**config.mk**
```make
export PLATFORM = sky130hd
export DESIGN_NAME = generation_sequencer
export DESIGN_NICKNAME = d
export VERILOG_FILES = /design/src/rtl/gol_pkg.sv /design/src/rtl/generation_sequencer_input_sync.sv /design/src/rtl/generation_sequencer.sv
export SDC_FILE = /design/constraint.sdc
export NUM_CORES = 1
export LEC_CHECK = 0
export CAP_MARGIN = 40
export CORE_UTILIZATION = 30
export CTS_BUF_LIST = sky130_fd_sc_hd__clkbuf_8 sky130_fd_sc_hd__clkbuf_16
export DETAILED_ROUTE_END_ITERATION = 8
export SLEW_MARGIN = 20
export SYNTH_ARGS = -nofsm -noshare
export SYNTH_HDL_FRONTEND = slang
export SYNTH_SLANG_ARGS = --single-unit
```
**constraint.sdc**
```tcl
create_clock -name clk -period 2.6 [get_ports clk]
set_clock_uncertainty 0.1 [all_clocks]
set_input_delay 0.65 -clock clk [delete_from_list [all_inputs] [get_ports clk]]
set_output_delay 0.65 -clock clk [all_outputs]
set_load 0.01 [all_outputs]
```
**src/rtl/gol_pkg.sv**
```systemverilog
// Shared definitions for the generation sequencer: state encoding and
// default timing constants.
package gol_pkg;

  // Clock cycles per generation at the slowest rate (speed 0).
  localparam int unsigned GOL_BASE_DIV = 25_000_000;
  // Width of the period down-counter.
  localparam int unsigned GOL_DIV_W    = 25;

  // Sequencer states.
  typedef enum logic [1:0] {
    IDLE = 2'd0,
    WAIT = 2'd1,
    REQ  = 2'd2,
    TICK = 2'd3
  } gen_state_t;

  // True for every state in which the sequencer is doing work.
  function automatic logic state_is_busy(input gen_state_t st);
    return (st != IDLE);
  endfunction

endpackage

```
**src/rtl/generation_sequencer_input_sync.sv**
```systemverilog
// Two-flop synchronizer for an asynchronous level, with an optional
// registered rising-edge pulse taken from the synchronized level.
module input_sync #(
  parameter bit EDGE = 1'b0
) (
  input  logic clk,
  input  logic rst_n,
  input  logic din,
  output logic level,
  output logic rise
);

  logic meta_r;
  logic sync_r;

  // Two-stage capture of the asynchronous input.
  always_ff @(posedge clk or negedge rst_n) begin
    if (!rst_n) begin
      meta_r <= 1'b0;
      sync_r <= 1'b0;
    end else begin
      meta_r <= din;
      sync_r <= meta_r;
    end
  end

  assign level = sync_r;

  generate
    if (EDGE) begin : g_edge
      logic prev_r;
      logic rise_r;

      // Edge detect on the stable synchronized level only, never on meta_r.
      always_ff @(posedge clk or negedge rst_n) begin
        if (!rst_n) begin
          prev_r <= 1'b0;
          rise_r <= 1'b0;
        end else begin
          prev_r <= sync_r;
          rise_r <= sync_r & ~prev_r;
        end
      end

      assign rise = rise_r;
    end else begin : g_no_edge
      assign rise = 1'b0;
    end
  endgenerate

endmodule

```
**src/rtl/generation_sequencer.sv**
```systemverilog
// Generation sequencer: paces requests to the grid update engine, either
// free-running at a selectable rate or one generation per button press,
// and emits one gen_tick per completed generation.
module generation_sequencer
  import gol_pkg::*;
#(
  parameter int unsigned BASE_DIV = GOL_BASE_DIV,
  parameter int unsigned DIV_W    = GOL_DIV_W
) (
  input  logic       clk,
  input  logic       rst_n,
  input  logic       run,
  input  logic       step_btn,
  input  logic [1:0] speed,
  input  logic       step_done,
  output logic       step_req,
  output logic       gen_tick,
  output logic       busy
);

  // One extra bit so that BASE_DIV == 2^DIV_W is representable.
  localparam logic [DIV_W:0]   BASE_EXT = (DIV_W + 1)'(BASE_DIV);
  localparam logic [DIV_W:0]   PER_ZERO = {(DIV_W + 1){1'b0}};
  localparam logic [DIV_W-1:0] CNT_ZERO = {DIV_W{1'b0}};
  localparam logic [DIV_W-1:0] CNT_ONE  = {{(DIV_W - 1){1'b0}}, 1'b1};

  gen_state_t       state_r;
  gen_state_t       next_state_s;
  logic             load_s;
  logic [DIV_W-1:0] cnt_r;
  logic [DIV_W:0]   period_s;
  logic [DIV_W-1:0] reload_s;

  logic run_s;
  logic run_rise_unused;
  logic step_level_s;
  logic step_rise_s;

  input_sync #(.EDGE(1'b0)) u_run_sync (
    .clk   (clk),
    .rst_n (rst_n),
    .din   (run),
    .level (run_s),
    .rise  (run_rise_unused)
  );

  input_sync #(.EDGE(1'b1)) u_step_sync (
    .clk   (clk),
    .rst_n (rst_n),
    .din   (step_btn),
    .level (step_level_s),
    .rise  (step_rise_s)
  );

  assign period_s = BASE_EXT >> speed;

  // Reload is period-1, saturating at 0 when the shifted period vanishes.
  always_comb begin
    reload_s = CNT_ZERO;
    if (period_s == PER_ZERO) begin
      reload_s = CNT_ZERO;
    end else begin
      reload_s = period_s[DIV_W-1:0] - CNT_ONE;
    end
  end

  // Next-state decode; speed is only consulted when the counter is loaded.
  always_comb begin
    next_state_s = state_r;
    load_s       = 1'b0;
    case (state_r)
      IDLE: begin
        if (run_s) begin
          next_state_s = WAIT;
          load_s       = 1'b1;
        end else if (step_rise_s) begin
          next_state_s = REQ;
        end else begin
          next_state_s = IDLE;
        end
      end
      WAIT: begin
        if (cnt_r == CNT_ZERO) begin
          next_state_s = REQ;
        end else if (!run_s) begin
          next_state_s = IDLE;
        end else begin
          next_state_s = WAIT;
        end
      end
      REQ: begin
        // A pause never aborts an outstanding request.
        if (step_done) begin
          next_state_s = TICK;
        end else begin
          next_state_s = REQ;
        end
      end
      TICK: begin
        if (run_s) begin
          next_state_s = WAIT;
          load_s       = 1'b1;
        end else begin
          next_state_s = IDLE;
        end
      end
      default: begin
        next_state_s = IDLE;
      end
    endcase
  end

  // State register.
  always_ff @(posedge clk or negedge rst_n) begin
    if (!rst_n) begin
      state_r <= IDLE;
    end else begin
      state_r <= next_state_s;
    end
  end

  // Period down-counter: loads on entry to WAIT, counts to zero, never wraps.
  always_ff @(posedge clk or negedge rst_n) begin
    if (!rst_n) begin
      cnt_r <= CNT_ZERO;
    end else if (load_s) begin
      cnt_r <= reload_s;
    end else if ((state_r == WAIT) && (cnt_r != CNT_ZERO)) begin
      cnt_r <= cnt_r - CNT_ONE;
    end else begin
      cnt_r <= cnt_r;
    end
  end

  // Outputs are registered from the next state so they align with state_r.
  always_ff @(posedge clk or negedge rst_n) begin
    if (!rst_n) begin
      step_req <= 1'b0;
      gen_tick <= 1'b0;
      busy     <= 1'b0;
    end else begin
      step_req <= (next_state_s == REQ);
      gen_tick <= (next_state_s == TICK);
      busy     <= state_is_busy(next_state_s);
    end
  end

  // The synchronized button level itself is only needed for edge detection.
  logic step_level_unused;
  assign step_level_unused = step_level_s;

endmodule

```
==> results.toml <==
[global_route]
antenna_found_initial = 0
grt_max_degree = 24
grt_overflow_total = 0
grt_pass1_wl_mm = 7.97
grtUsageTotal_pct = 16.1
grt_pass1_vias = 1561

[yosys]
synth_top_family_by_area = "simple AND/OR/NAND/NOR gates"
synth.distinct_cells = 44
yosysTopAreaCellShare_pct = 47.2
synth_area_um2 = 1910
ys_warn_count = 0
syn_nets = 207
synth_edf_count = 0
synth_area_leader_cell = "dfrtp_1"
yosysMostFrequentCell = "dfrtp_1"
synth_area_per_cell_um2 = 9.84
synthAdderAreaFrac_pct = 3.93
yosysSeqAreaShare_pct = 47.2
ys_async_sr_fraction_pct = 100
synth_mux_area_share_pct = 0
synthSimpleGateAreaFrac_pct = 24.5
synth_compound_area_share_pct = 16.9
ys.flop_type = "dfrtp_1"
synth_xor_area_share_pct = 4.13
synthCells = 194
ys_seq_elements = 36
synth.area.top_cells = "dfrtp_1 (47%), ha_1 (3.9%), a31oi_1 (3.3%)"
synthTopCellsByCount = "dfrtp_1 (36), nand2_1 (14), nor2_1 (12)"

[floorplanning]
die-area_um2 = 6680
core_um2 = 6030
die_x_um = 81.8
die_y_um = 81.8
initial_core_util_pct = 31.7
ios = 10
rows = 28

[route]
finalWirelength_mm = 4.56
vias_per_cell = 5.41
wl_per_cell_um = 15.2
num_vias = 1622
first_pass_iters = 4
drc = 0
drtIter0Drc = 131
ant_nets = 0

[place]
pre_cts_slack_ns = 0.0830
routabilityCongestion = 0.845
io_buffers = 9
hpwlAfterDp_mm = 3.39

[power_and_ir_drop]
powerDensity_nw_per_um2 = 864
leakagePower_uw = 0.000927
max-vdd-ir-drop_mv = 0.320

[cts]
numClockSinks = 36
cts_max_level = 2
path_clk_slew_ns = 0.08
cts_buffers = 5
ctsHoldBuffers = 0
clockBufferDepth = 2
cts_tree = "yes"
clock_latency_ns = 0.29
cts_root_buf = "clkbuf_8"

[setup_path]
worstSetupStartpointType = "register"
worstSetupPathType = "reg2reg"
worstPathArrival_ns = 2.62
worstPathRequired_ns = 2.72
cp-end-kind = "register"
critical_path.max_fanout = 7

[cells_and_area]
fillers = 618
final_nets = 237
area_growth_pct = 23.6
layout-drive-gt1-share_pct = 17.8
final_core_util_pct = 39.1
antenna_cells = 0

[hold_path]
hold_path_class = "in2async"

[flow_run]
maxCapViolations = 0

[timing]
min_period_ns = 2.50
report.final.setup_viol = 0
final.period_utilization_pct = 96.1
timing.final.ws_setup_ns = 0.101
tightest_slew_ns = 0.672
final_max_slew_viol_count = 0
hold_viol_final = 0
fmax_ghz = 0.400
relSlewSlack_pct = 55.0
holdWs_ns = 0.186

[run_status]
status = "complete, no violations"
cells in the final DEF, fill, tap and decap left out, types with 4 or more instances in the layout:
cell type         n
a21oi_1          11
a31oi_1          10
buf_4            20
clkbuf_8          5
clkdlybuf4s50_1   8
dfrtp_1          36
ha_1              6
inv_1             8
nand2_1          14
nand2b_1          4
nor2_1           12
nor3_1            9
nor4_1            4
o211ai_1          5
o21ai_0           5
o31ai_1           4
or3_1             5
or4_1             6
xnor2_1           7
registers in the layout (all words and copies together), names as in the netlist:
register / flops
busy: 1
cnt_r: 25
gen_tick: 1
state_r: 2
step_req: 1
u_run_sync.level: 1
u_run_sync.meta_r: 1
u_step_sync.g_edge.prev_r: 1
u_step_sync.level: 1
u_step_sync.meta_r: 1
u_step_sync.rise: 1
metrics by stage:
stage	power (uW)	setup TNS, ns	cells	cell area (um2)
floorplan	1280	-0.0101	194	1910
global placement	1520	0	288	2180
detailed placement	1540	0	289	2210
CTS	2050	0	297	2320
global route	2200	-0.00184	300	2360
finish	2040	0	300	2360
final timing paths:
| path | from | to | slack (ns) | cells after the start |
|---|---|---|---|---|
| worst min register to register | u_step_sync.meta_r | u_step_sync.level | 0.26 | 0 |
| worst max register to register | cnt_r[11] | cnt_r[17] | 0.10 | 5 |
| max in group asynchronous | rst_n | cnt_r[14] | 1.77 | 2 |
| min in group clk | u_step_sync.meta_r | u_step_sync.level | 0.26 | 0 |
| worst min-delay path | rst_n | busy | 0.19 | 1 |
| worst max-delay path | cnt_r[11] | cnt_r[17] | 0.10 | 5 |
where the power goes:
group	total, uW	switching (uW)	internal (uW)
sequential	883	155	729
clock	502	219	284
combinational	653	342	311
total	2040	715	1320
logic make-up after synthesis:
family / after synthesis
AND/OR/NAND/NOR: 80
AO/OA/AOI/OAI: 48
flip-flops: 36
buffers and inverters: 15
XOR/XNOR: 9
adder cells (fa/ha/maj): 6
worst max-delay path, cell delays in order, from the launching register on:
cell,delay (ns)
dfrtp_1,0.40
or4_4,0.55
or4_4,0.55
buf_4,0.18
or4_1,0.49
a31oi_1,0.16
cell type report:
type | count | area, um2 | area share [%]
multi-input cells | 143 | 960 | 40.7
flip-flops and latches | 36 | 901 | 38.2
repair buffers | 30 | 263 | 11.1
well taps | 75 | 93.8 | 3.98
clock buffers | 5 | 68.8 | 2.92
clock inverters | 3 | 42.5 | 1.80
inverters | 8 | 30.0 | 1.27
timing repair:
| action | in CTS | in global routing |
|---|---|---|
| buffers inserted | 0 | 3 |
| endpoints found under the setup margin | 0 | 5 |
| endpoints found under the hold margin | 0 | 0 |
| resized for setup | 0 | 4 |
layer usage:
| metal | wire (um) | up-vias | GRT usage (%) |
|---|---|---|---|
| met5 | 0 | - | 0 |
| met4 | 67 | 0 | 7.02 |
| met3 | 282 | 8 | 2.89 |
| met2 | 2100 | 33 | 24.3 |
| met1 | 2100 | 795 | 22.4 |
| li1 | - | 786 | - |
Note: power is estimated with default switching activity, not from simulation.
